## src/rtl/mem_pkg.sv

```systemverilog
// Shared definitions for the MEM stage: funct3 codes, writeback source
// encodings, FSM states and the access-size decode used on both bus paths.
package mem_pkg;

  // RV32I load/store funct3 encodings
  localparam logic [2:0] F3_LB  = 3'b000;
  localparam logic [2:0] F3_LH  = 3'b001;
  localparam logic [2:0] F3_LW  = 3'b010;
  localparam logic [2:0] F3_LBU = 3'b100;
  localparam logic [2:0] F3_LHU = 3'b101;
  localparam logic [2:0] F3_SB  = 3'b000;
  localparam logic [2:0] F3_SH  = 3'b001;
  localparam logic [2:0] F3_SW  = 3'b010;

  // Writeback result mux select
  localparam logic [1:0] RES_ALU = 2'b00;
  localparam logic [1:0] RES_MEM = 2'b01;
  localparam logic [1:0] RES_PC4 = 2'b10;

  typedef enum logic {
    MEM_IDLE = 1'b0,
    MEM_WAIT = 1'b1
  } mem_state_e;

  typedef enum logic [1:0] {
    SZ_BYTE = 2'b00,
    SZ_HALF = 2'b01,
    SZ_WORD = 2'b10
  } mem_size_e;

  // Access size from funct3; any encoding that is not a legal load/store
  // size for the given direction falls back to a full word.
  function automatic mem_size_e f_mem_size(input logic [2:0] funct3,
                                           input logic       is_store);
    mem_size_e size;
    size = SZ_WORD;
    if (is_store) begin
      case (funct3)
        F3_SB:   size = SZ_BYTE;
        F3_SH:   size = SZ_HALF;
        F3_SW:   size = SZ_WORD;
        default: size = SZ_WORD;
      endcase
    end else begin
      case (funct3)
        F3_LB, F3_LBU: size = SZ_BYTE;
        F3_LH, F3_LHU: size = SZ_HALF;
        F3_LW:         size = SZ_WORD;
        default:       size = SZ_WORD;
      endcase
    end
    return size;
  endfunction

endpackage

```

## src/rtl/lsu_align.sv

```systemverilog
// Byte-lane steering for the data bus: store byte-enables and replicated
// write data, misalignment detection, and load lane select + extension.
module lsu_align
  import mem_pkg::*;
(
  input  logic [2:0]  i_acc_funct3,
  input  logic        i_acc_is_store,
  input  logic [1:0]  i_acc_off,
  input  logic [31:0] i_st_data,
  output logic [3:0]  o_be,
  output logic [31:0] o_wdata,
  output logic        o_misaligned,
  input  logic [2:0]  i_ld_funct3,
  input  logic [1:0]  i_ld_off,
  input  logic [31:0] i_rdata,
  output logic [31:0] o_ld_data
);

  mem_size_e   w_acc_size;
  mem_size_e   w_ld_size;
  logic [7:0]  w_ld_byte;
  logic [15:0] w_ld_half;
  logic        w_ld_unsigned;

  // Decode access sizes for the issuing access and for the completing load
  always_comb begin
    w_acc_size = f_mem_size(i_acc_funct3, i_acc_is_store);
    w_ld_size  = f_mem_size(i_ld_funct3, 1'b0);
  end

  // Store lane alignment and misalignment check of the issuing access
  always_comb begin
    o_be         = 4'b0000;
    o_wdata      = 32'h0000_0000;
    o_misaligned = 1'b0;
    case (w_acc_size)
      SZ_BYTE: begin
        o_be         = 4'b0001 << i_acc_off;
        o_wdata      = {4{i_st_data[7:0]}};
        o_misaligned = 1'b0;
      end
      SZ_HALF: begin
        o_be         = 4'b0011 << i_acc_off;
        o_wdata      = {2{i_st_data[15:0]}};
        o_misaligned = i_acc_off[0];
      end
      SZ_WORD: begin
        o_be         = 4'b1111;
        o_wdata      = i_st_data;
        o_misaligned = (i_acc_off != 2'b00);
      end
      default: begin
        o_be         = 4'b1111;
        o_wdata      = i_st_data;
        o_misaligned = (i_acc_off != 2'b00);
      end
    endcase
  end

  // Load lane select and sign/zero extension (funct3[2] marks unsigned)
  always_comb begin
    w_ld_byte     = i_rdata[{i_ld_off, 3'b000} +: 8];
    w_ld_half     = i_rdata[{i_ld_off[1], 4'b0000} +: 16];
    w_ld_unsigned = i_ld_funct3[2];
    case (w_ld_size)
      SZ_BYTE: begin
        if (w_ld_unsigned) begin
          o_ld_data = {24'h00_0000, w_ld_byte};
        end else begin
          o_ld_data = {{24{w_ld_byte[7]}}, w_ld_byte};
        end
      end
      SZ_HALF: begin
        if (w_ld_unsigned) begin
          o_ld_data = {16'h0000, w_ld_half};
        end else begin
          o_ld_data = {{16{w_ld_half[15]}}, w_ld_half};
        end
      end
      SZ_WORD: o_ld_data = i_rdata;
      default: o_ld_data = i_rdata;
    endcase
  end

endmodule

```

## src/rtl/memory_stage.sv

```systemverilog
// MEM stage of the RV32I pipeline: issues data-memory accesses over a
// req/ready handshake, stalls the front of the pipe during wait states and
// holds the MEM/WB register that feeds the writeback mux.
module memory_stage
  import mem_pkg::*;
#(
  parameter int DATA_WIDTH = 32,
  parameter int ADDR_WIDTH = 32
) (
  input  logic                  clk_i,
  input  logic                  rst_i,
  input  logic                  reg_write_m_i,
  input  logic [1:0]            result_src_m_i,
  input  logic                  mem_write_m_i,
  input  logic [2:0]            funct3_m_i,
  input  logic [ADDR_WIDTH-1:0] alu_result_m_i,
  input  logic [DATA_WIDTH-1:0] write_data_m_i,
  input  logic [4:0]            rd_addr_m_i,
  input  logic [DATA_WIDTH-1:0] pc_plus_4_m_i,
  input  logic                  flush_m_i,
  output logic                  dmem_req_o,
  output logic                  dmem_we_o,
  output logic [ADDR_WIDTH-1:0] dmem_addr_o,
  output logic [3:0]            dmem_be_o,
  output logic [DATA_WIDTH-1:0] dmem_wdata_o,
  input  logic                  dmem_ready_i,
  input  logic [DATA_WIDTH-1:0] dmem_rdata_i,
  output logic                  stall_m_o,
  output logic                  misaligned_o,
  output logic                  reg_write_wb_o,
  output logic [1:0]            result_src_wb_o,
  output logic [DATA_WIDTH-1:0] read_data_wb_o,
  output logic [DATA_WIDTH-1:0] alu_result_wb_o,
  output logic [DATA_WIDTH-1:0] pc_plus_4_wb_o,
  output logic [4:0]            rd_addr_wb_o
);

  mem_state_e            r_state;
  logic                  r_misaligned;

  // Request registers: the access held on the bus across wait states
  logic [ADDR_WIDTH-1:0] r_req_addr;
  logic                  r_req_we;
  logic [3:0]            r_req_be;
  logic [DATA_WIDTH-1:0] r_req_wdata;
  logic [2:0]            r_req_funct3;
  logic [1:0]            r_req_off;
  logic [4:0]            r_req_rd;
  logic                  r_req_reg_write;
  logic [1:0]            r_req_result_src;
  logic [DATA_WIDTH-1:0] r_req_pc4;
  logic [DATA_WIDTH-1:0] r_req_alu;
  logic                  r_req_is_load;

  // MEM/WB register
  logic                  r_reg_write_wb;
  logic [1:0]            r_result_src_wb;
  logic [DATA_WIDTH-1:0] r_read_data_wb;
  logic [DATA_WIDTH-1:0] r_alu_wb;
  logic [DATA_WIDTH-1:0] r_pc4_wb;
  logic [4:0]            r_rd_wb;

  logic                  w_is_store;
  logic                  w_is_load;
  logic                  w_mem_op;
  logic                  w_misaligned;
  logic                  w_live_req;
  logic                  w_mis_op;
  logic [3:0]            w_be;
  logic [DATA_WIDTH-1:0] w_wdata;
  logic [DATA_WIDTH-1:0] w_ld_data;
  logic [2:0]            w_ld_funct3;
  logic [1:0]            w_ld_off;
  logic [ADDR_WIDTH-1:0] w_word_addr;

  lsu_align u_lsu_align (
    .i_acc_funct3   (funct3_m_i),
    .i_acc_is_store (w_is_store),
    .i_acc_off      (alu_result_m_i[1:0]),
    .i_st_data      (write_data_m_i),
    .o_be           (w_be),
    .o_wdata        (w_wdata),
    .o_misaligned   (w_misaligned),
    .i_ld_funct3    (w_ld_funct3),
    .i_ld_off       (w_ld_off),
    .i_rdata        (dmem_rdata_i),
    .o_ld_data      (w_ld_data)
  );

  // Classify the live instruction and decide whether it may issue now
  always_comb begin
    w_is_store  = mem_write_m_i;
    w_is_load   = (result_src_m_i == RES_MEM) && !mem_write_m_i;
    w_mem_op    = w_is_store || w_is_load;
    w_word_addr = {alu_result_m_i[ADDR_WIDTH-1:2], 2'b00};
    w_live_req  = (r_state == MEM_IDLE) && w_mem_op && !flush_m_i && !w_misaligned && !rst_i;
    w_mis_op    = (r_state == MEM_IDLE) && w_mem_op && !flush_m_i && w_misaligned;
  end

  // Load path sees the latched access while waiting, the live one otherwise
  always_comb begin
    if (r_state == MEM_WAIT) begin
      w_ld_funct3 = r_req_funct3;
      w_ld_off    = r_req_off;
    end else begin
      w_ld_funct3 = funct3_m_i;
      w_ld_off    = alu_result_m_i[1:0];
    end
  end

  // Bus drive and stall: live request in IDLE, frozen request in WAIT
  always_comb begin
    dmem_req_o   = 1'b0;
    dmem_we_o    = 1'b0;
    dmem_addr_o  = {ADDR_WIDTH{1'b0}};
    dmem_be_o    = 4'b0000;
    dmem_wdata_o = {DATA_WIDTH{1'b0}};
    if (rst_i) begin
      dmem_req_o = 1'b0;
    end else if (r_state == MEM_WAIT) begin
      dmem_req_o   = 1'b1;
      dmem_we_o    = r_req_we;
      dmem_addr_o  = r_req_addr;
      dmem_be_o    = r_req_be;
      dmem_wdata_o = r_req_wdata;
    end else if (w_live_req) begin
      dmem_req_o   = 1'b1;
      dmem_we_o    = w_is_store;
      dmem_addr_o  = w_word_addr;
      dmem_be_o    = w_be;
      dmem_wdata_o = w_wdata;
    end else begin
      dmem_req_o = 1'b0;
    end
    stall_m_o = dmem_req_o && !dmem_ready_i;
  end

  // FSM, request latch and MEM/WB update; WB fields default to a bubble
  always_ff @(posedge clk_i) begin
    if (rst_i) begin
      r_state          <= MEM_IDLE;
      r_misaligned     <= 1'b0;
      r_req_addr       <= {ADDR_WIDTH{1'b0}};
      r_req_we         <= 1'b0;
      r_req_be         <= 4'b0000;
      r_req_wdata      <= {DATA_WIDTH{1'b0}};
      r_req_funct3     <= 3'b000;
      r_req_off        <= 2'b00;
      r_req_rd         <= 5'd0;
      r_req_reg_write  <= 1'b0;
      r_req_result_src <= 2'b00;
      r_req_pc4        <= {DATA_WIDTH{1'b0}};
      r_req_alu        <= {DATA_WIDTH{1'b0}};
      r_req_is_load    <= 1'b0;
      r_reg_write_wb   <= 1'b0;
      r_result_src_wb  <= 2'b00;
      r_read_data_wb   <= {DATA_WIDTH{1'b0}};
      r_alu_wb         <= {DATA_WIDTH{1'b0}};
      r_pc4_wb         <= {DATA_WIDTH{1'b0}};
      r_rd_wb          <= 5'd0;
    end else begin
      r_misaligned    <= w_mis_op;
      r_reg_write_wb  <= 1'b0;
      r_result_src_wb <= 2'b00;
      r_read_data_wb  <= {DATA_WIDTH{1'b0}};
      r_alu_wb        <= {DATA_WIDTH{1'b0}};
      r_pc4_wb        <= {DATA_WIDTH{1'b0}};
      r_rd_wb         <= 5'd0;
      case (r_state)
        MEM_IDLE: begin
          if (flush_m_i) begin
            r_state <= MEM_IDLE;
          end else if (!w_mem_op || (!w_misaligned && dmem_ready_i)) begin
            // Non-memory op or zero-wait access retires straight to WB
            r_reg_write_wb  <= reg_write_m_i;
            r_result_src_wb <= result_src_m_i;
            r_read_data_wb  <= w_is_load ? w_ld_data : {DATA_WIDTH{1'b0}};
            r_alu_wb        <= DATA_WIDTH'(alu_result_m_i);
            r_pc4_wb        <= pc_plus_4_m_i;
            r_rd_wb         <= rd_addr_m_i;
            r_state         <= MEM_IDLE;
          end else if (!w_misaligned) begin
            // Memory not ready: freeze the access and wait
            r_req_addr       <= w_word_addr;
            r_req_we         <= w_is_store;
            r_req_be         <= w_be;
            r_req_wdata      <= w_wdata;
            r_req_funct3     <= funct3_m_i;
            r_req_off        <= alu_result_m_i[1:0];
            r_req_rd         <= rd_addr_m_i;
            r_req_reg_write  <= reg_write_m_i;
            r_req_result_src <= result_src_m_i;
            r_req_pc4        <= pc_plus_4_m_i;
            r_req_alu        <= DATA_WIDTH'(alu_result_m_i);
            r_req_is_load    <= w_is_load;
            r_state          <= MEM_WAIT;
          end else begin
            r_state <= MEM_IDLE;
          end
        end
        MEM_WAIT: begin
          if (dmem_ready_i) begin
            r_reg_write_wb  <= r_req_reg_write;
            r_result_src_wb <= r_req_result_src;
            r_read_data_wb  <= r_req_is_load ? w_ld_data : {DATA_WIDTH{1'b0}};
            r_alu_wb        <= r_req_alu;
            r_pc4_wb        <= r_req_pc4;
            r_rd_wb         <= r_req_rd;
            r_state         <= MEM_IDLE;
          end else begin
            r_state <= MEM_WAIT;
          end
        end
        default: r_state <= MEM_IDLE;
      endcase
    end
  end

  assign misaligned_o    = r_misaligned;
  assign reg_write_wb_o  = r_reg_write_wb;
  assign result_src_wb_o = r_result_src_wb;
  assign read_data_wb_o  = r_read_data_wb;
  assign alu_result_wb_o = r_alu_wb;
  assign pc_plus_4_wb_o  = r_pc4_wb;
  assign rd_addr_wb_o    = r_rd_wb;

endmodule

```

## config.mk

```make
export PLATFORM = sky130hd
export DESIGN_NAME = memory_stage
export DESIGN_NICKNAME = d
export VERILOG_FILES = /design/src/rtl/mem_pkg.sv /design/src/rtl/lsu_align.sv /design/src/rtl/memory_stage.sv
export SDC_FILE = /design/constraint.sdc
export NUM_CORES = 1
export LEC_CHECK = 0
export CAP_MARGIN = 20
export CORE_ASPECT_RATIO = 0.5
export CORE_MARGIN = 5
export CORE_UTILIZATION = 33
export CTS_CLUSTER_SIZE = 30
export DETAILED_ROUTE_END_ITERATION = 16
export GPL_TIMING_DRIVEN = 0
export PLACE_DENSITY = 0.73
export SETUP_SLACK_MARGIN = 0.15
export SLEW_MARGIN = 20
export SYNTH_ARGS = -nofsm -noshare
export SYNTH_HDL_FRONTEND = slang
export SYNTH_SLANG_ARGS = --single-unit
```

## constraint.sdc

```tcl
create_clock -name clk_i -period 3.36 [get_ports clk_i]
set_input_delay 0.672 -clock clk_i [delete_from_list [all_inputs] [get_ports clk_i]]
set_output_delay 0.672 -clock clk_i [all_outputs]
set_load 0.02 [all_outputs]
```

==> run summary <==
The floorplan step set the die height to 129 um. The switching part of the total power is 27.0%. The clock insertion delay at the later pin of the skew report is 0.52 ns. The minimum clock period after layout came out at 3.19 ns. After floorplanning, the core was sized to cover 27700 um^2.

The placer congestion estimate came out at 0.888. Summed over all instances, the cell type with the most area after synthesis is sky130_fd_sc_hd__dfxtp_1. The clock network fraction of design power is 41.7%. The area added between synthesis and finish came out at 48.1%. The HPWL reported at the end of detailed placement came out at 28900 um. Summing over every cut layer, the via total after detailed routing is 10100. The tool flagged a number of max-cap violations equal to 0. The total cell area at the placement stage came out at 12900 um^2. The DRC marker count from the first detailed-route iteration came out at 1244. TritonCTS built the clock tree.

The first global-routing pass estimated 56800 um of wire. The floorplan row count came out at 43. The worst setup path is of the primary input to output port kind. The min-delay analysis places its worst path in the category register to register. In this run the most critical hold path is launched from r_req_pc4[27]$_SDFFE_PP0P_. The worst pin sits at a relative slew slack of 43.8%.

The library cell used as clock root buffer is sky130_fd_sc_hd__clkbuf_16. Setup violations remaining at the end of the flow were counted as 0. Power spread over the standard cell area amounts to 456 nW/um^2. The net switching power is 0.00170 W. The fraction of power consumed by sequential logic came out at 43.0%. The final-report hold violation count is 0. The worst vdd rail ir drop is 332 uV.

The leakage power of the design came out at 5.04 nW. Setup repair after global routing could not meet its margin everywhere. Data on the critical path is required at its endpoint by 2.69 ns.

The area of the mapped netlist came out at 9300 um^2. The max-slew violation count came out at 0. The maximum number of pins on one net before global-route repair came out at 17.

The power share of the combinational group is 15.3%. The most common cell in the synthesized netlist is sky130_fd_sc_hd__dfxtp_1. The leftover overflow at the end of global routing is 0. The floorplan die area came out at 31800 um^2. The finished cells cover 13800 um^2.

The worst setup path is captured at an output port. The timing startpoint of the critical path is rst_i. The post-route core utilization came out at 49.7%. Sorting the synthesized cells by area gives the leading types as sky130_fd_sc_hd__dfxtp_1 (47%), sky130_fd_sc_hd__a21oi_1 (7.9%), sky130_fd_sc_hd__a22o_1 (7.8%). At the end of the flow, the number of nets in the layout was 1558. The effective utilization at floorplan came out at 33.6%. The combined global-route utilization of all metal layers came out at 22.3%. After detailed routing, the average wire length per cell comes to 21.1 um. The actual transition at the worst max-transition pin is 0.820 ns. The clock transition at the registers of the reported paths came out at 0.06 ns. The count of input and output buffers is 315. The clock skew is 0.0211 ns.

The worst register-to-register path begins at r_state$_SDFF_PP0_. The detailed-routing iteration count for the pre-antenna-repair pass is 6. Cells with a size suffix above 1 make up 15.9% of the layout. The startpoint kind of the worst setup timing path is a primary input.

The largest fanout of any net on the critical path came out at 4. The number of global-route vias before repair is 9701. The sequential cell area fraction in the yosys report is 47.1%. After detailed routing, the number of remaining DRC violations is 0.

Using the TritonRoute via totals, the vias-per-cell ratio works out to 5.54. The most common flop cell mapped by yosys is sky130_fd_sc_hd__dfxtp_1. The flow ran to the end, and the final reports show no timing, DRC or antenna violations.

The count of synthesis-stage warnings from yosys came out at 0. The highest attainable clock frequency is 0.313 GHz. The arrival time of the worst setup path came out at 2.52 ns. In this run, CTS created clock tree buffers numbering 22. The number of flops mapped to enable cells by yosys came out at 0. The total of flip-flops plus latches after synthesis came out at 219. The average instance area after synthesis came out at 8.77 um^2. The cell-internal power is 0.00459 W.

The remaining antenna violation count after routing came out at 0. The commonest cells after synthesis are sky130_fd_sc_hd__dfxtp_1 (219), sky130_fd_sc_hd__a21oi_1 (147), sky130_fd_sc_hd__nand3_1 (116). The initial antenna violation count is 6. The x dimension of the die came out at 247 um. The number of instances in the synthesized netlist is 1060. For this block, the routed nets add up to 38500 um of wire.

The clock sink count came out at 219. The number of levels the H-tree was split into came out at 1. The portion of synthesized cell area occupied by the leading cell type is 47.1%. 320 I/O pins were placed. The count of distinct cell types in the synthesized netlist is 50. The worst-case clock buffer depth came out at 3. The post-synthesis async set-or-reset flop share came out at 0%.

The smallest hold slack is 0.474 ns. The part of the cycle the worst path needs is 95.0%.
==> worst max-delay path, stage by stage <==
cell                              delay, ns
sky130_fd_sc_hd__clkdlybuf4s50_1       0.45
sky130_fd_sc_hd__or3_4                 0.42
sky130_fd_sc_hd__a21oi_4               0.14
sky130_fd_sc_hd__buf_4                 0.16
sky130_fd_sc_hd__nand2_2               0.10
sky130_fd_sc_hd__o21ai_1               0.25
sky130_fd_sc_hd__clkdlybuf4s15_2       0.31
==> final timing paths <==
check / cells after the start / slack, ns / to
worst max-delay path: 7 / 0.17 / dmem_wdata_o[11]
worst min-delay path: 1 / 0.47 / pc_plus_4_wb_o[27]$_SDFF_PP0_
worst max register to register: 6 / 0.88 / read_data_wb_o[14]$_SDFF_PP0_
worst min register to register: 1 / 0.47 / pc_plus_4_wb_o[27]$_SDFF_PP0_
==> layout by cell type (no fill, tap or decap), types with 6 or more instances in the layout <==
cell type	n
sky130_fd_sc_hd__a211oi_1	17
sky130_fd_sc_hd__a21oi_1	137
sky130_fd_sc_hd__a21oi_2	12
sky130_fd_sc_hd__a22o_1	83
sky130_fd_sc_hd__a2bb2oi_1	7
sky130_fd_sc_hd__buf_1	9
sky130_fd_sc_hd__buf_2	60
sky130_fd_sc_hd__buf_4	47
sky130_fd_sc_hd__clkbuf_1	39
sky130_fd_sc_hd__clkbuf_16	22
sky130_fd_sc_hd__clkbuf_2	20
sky130_fd_sc_hd__clkbuf_4	6
sky130_fd_sc_hd__clkdlybuf4s50_1	243
sky130_fd_sc_hd__dfxtp_1	219
sky130_fd_sc_hd__diode_2	7
sky130_fd_sc_hd__dlygate4sd2_1	8
sky130_fd_sc_hd__mux2i_1	34
sky130_fd_sc_hd__nand2_1	70
sky130_fd_sc_hd__nand3_1	116
sky130_fd_sc_hd__nand4b_1	8
sky130_fd_sc_hd__nor2_1	36
sky130_fd_sc_hd__nor3_1	13
sky130_fd_sc_hd__nor3_2	9
sky130_fd_sc_hd__o21ai_0	34
sky130_fd_sc_hd__o21ai_1	87
sky130_fd_sc_hd__o221a_1	15
==> per-stage QoR <==
stage               setup slack (ns)  power (W)  std cells  TNS [ns]
CTS                           0.0256    0.00629       1811         0
finish                         0.168    0.00628       1819         0
floorplan                      0.490    0.00321       1061         0
global route                   0.141    0.00648       1818         0
detailed placement             -1.09    0.00367       1758    -53.19
global placement               -1.06    0.00366       1758    -50.17
==> flip-flops by register name (all words and copies together) (netlist names) <==
register / cells
r_req_we: 1
result_src_wb_o: 2
r_req_is_load: 1
read_data_wb_o: 32
r_req_reg_write: 1
misaligned_o: 1
r_req_rd: 5
alu_result_wb_o: 32
r_req_funct3: 3
rd_addr_wb_o: 5
reg_write_wb_o: 1
r_req_wdata: 32
r_req_alu: 31
r_req_pc4: 32
r_req_result_src: 2
r_state: 1
r_req_off: 1
pc_plus_4_wb_o: 32
r_req_be: 4
==> routing by layer <==
| layer | vias to the layer above | wire length (um) | GRT usage [%] |
|---|---|---|---|
| met3 | 105 | 1980 | 2.64 |
| met1 | 4939 | 15500 | 28.1 |
| li1 | 4599 | - | - |
| met5 | - | 0 | 0 |
| met4 | 0 | 1770 | 9.32 |
| met2 | 432 | 19200 | 39.1 |
==> area by class of cell <==
class / count / area (um^2)
antenna: 7 / 17.5
buffer: 112 / 593
clock buffer: 27 / 599
clock inverter: 13 / 169
fill: 2597 / 13900
inverter: 2 / 7.51
multi-input combinational: 730 / 4540
sequential: 219 / 4380
tap: 382 / 478
timing repair buffer: 327 / 2990
==> power groups by stage <==
stage	Sequential, W	Combinational [W]	Clock (W)
6_report	0.00270	0.000961	0.00262
5_1_grt	0.00271	0.00102	0.00276
4_1_cts	0.00270	0.000937	0.00265
3_5_place_dp	0.00276	0.000913	0
3_3_place_gp	0.00276	0.000898	0
2_1_floorplan	0.00279	0.000416	0
==> timing repair <==
| action | CTS | global route |
|---|---|---|
| setup endpoints to repair | 69 | 52 |
| hold buffers | 0 | 0 |
| resized for setup | 281 | 76 |
| buffers inserted | 11 | 1 |
| pin swaps | 5 | 1 |
| cloned | 2 | 0 |
==> kinds of logic (layout without fill, tap and decap cells) <==
family | after synthesis | count (layout) | share of synthesized area, %
buffers and inverters | 114 | 481 | 5.54
muxes | 41 | 41 | 4.65
AOI/OAI and AO/OA | 412 | 412 | 28.2
DFF | 219 | 219 | 47.1
and+or+nand+nor | 273 | 275 | 14.4
other | 1 | 9 | 0.0403
No activity file was read; power rests on OpenSTA's default activity.
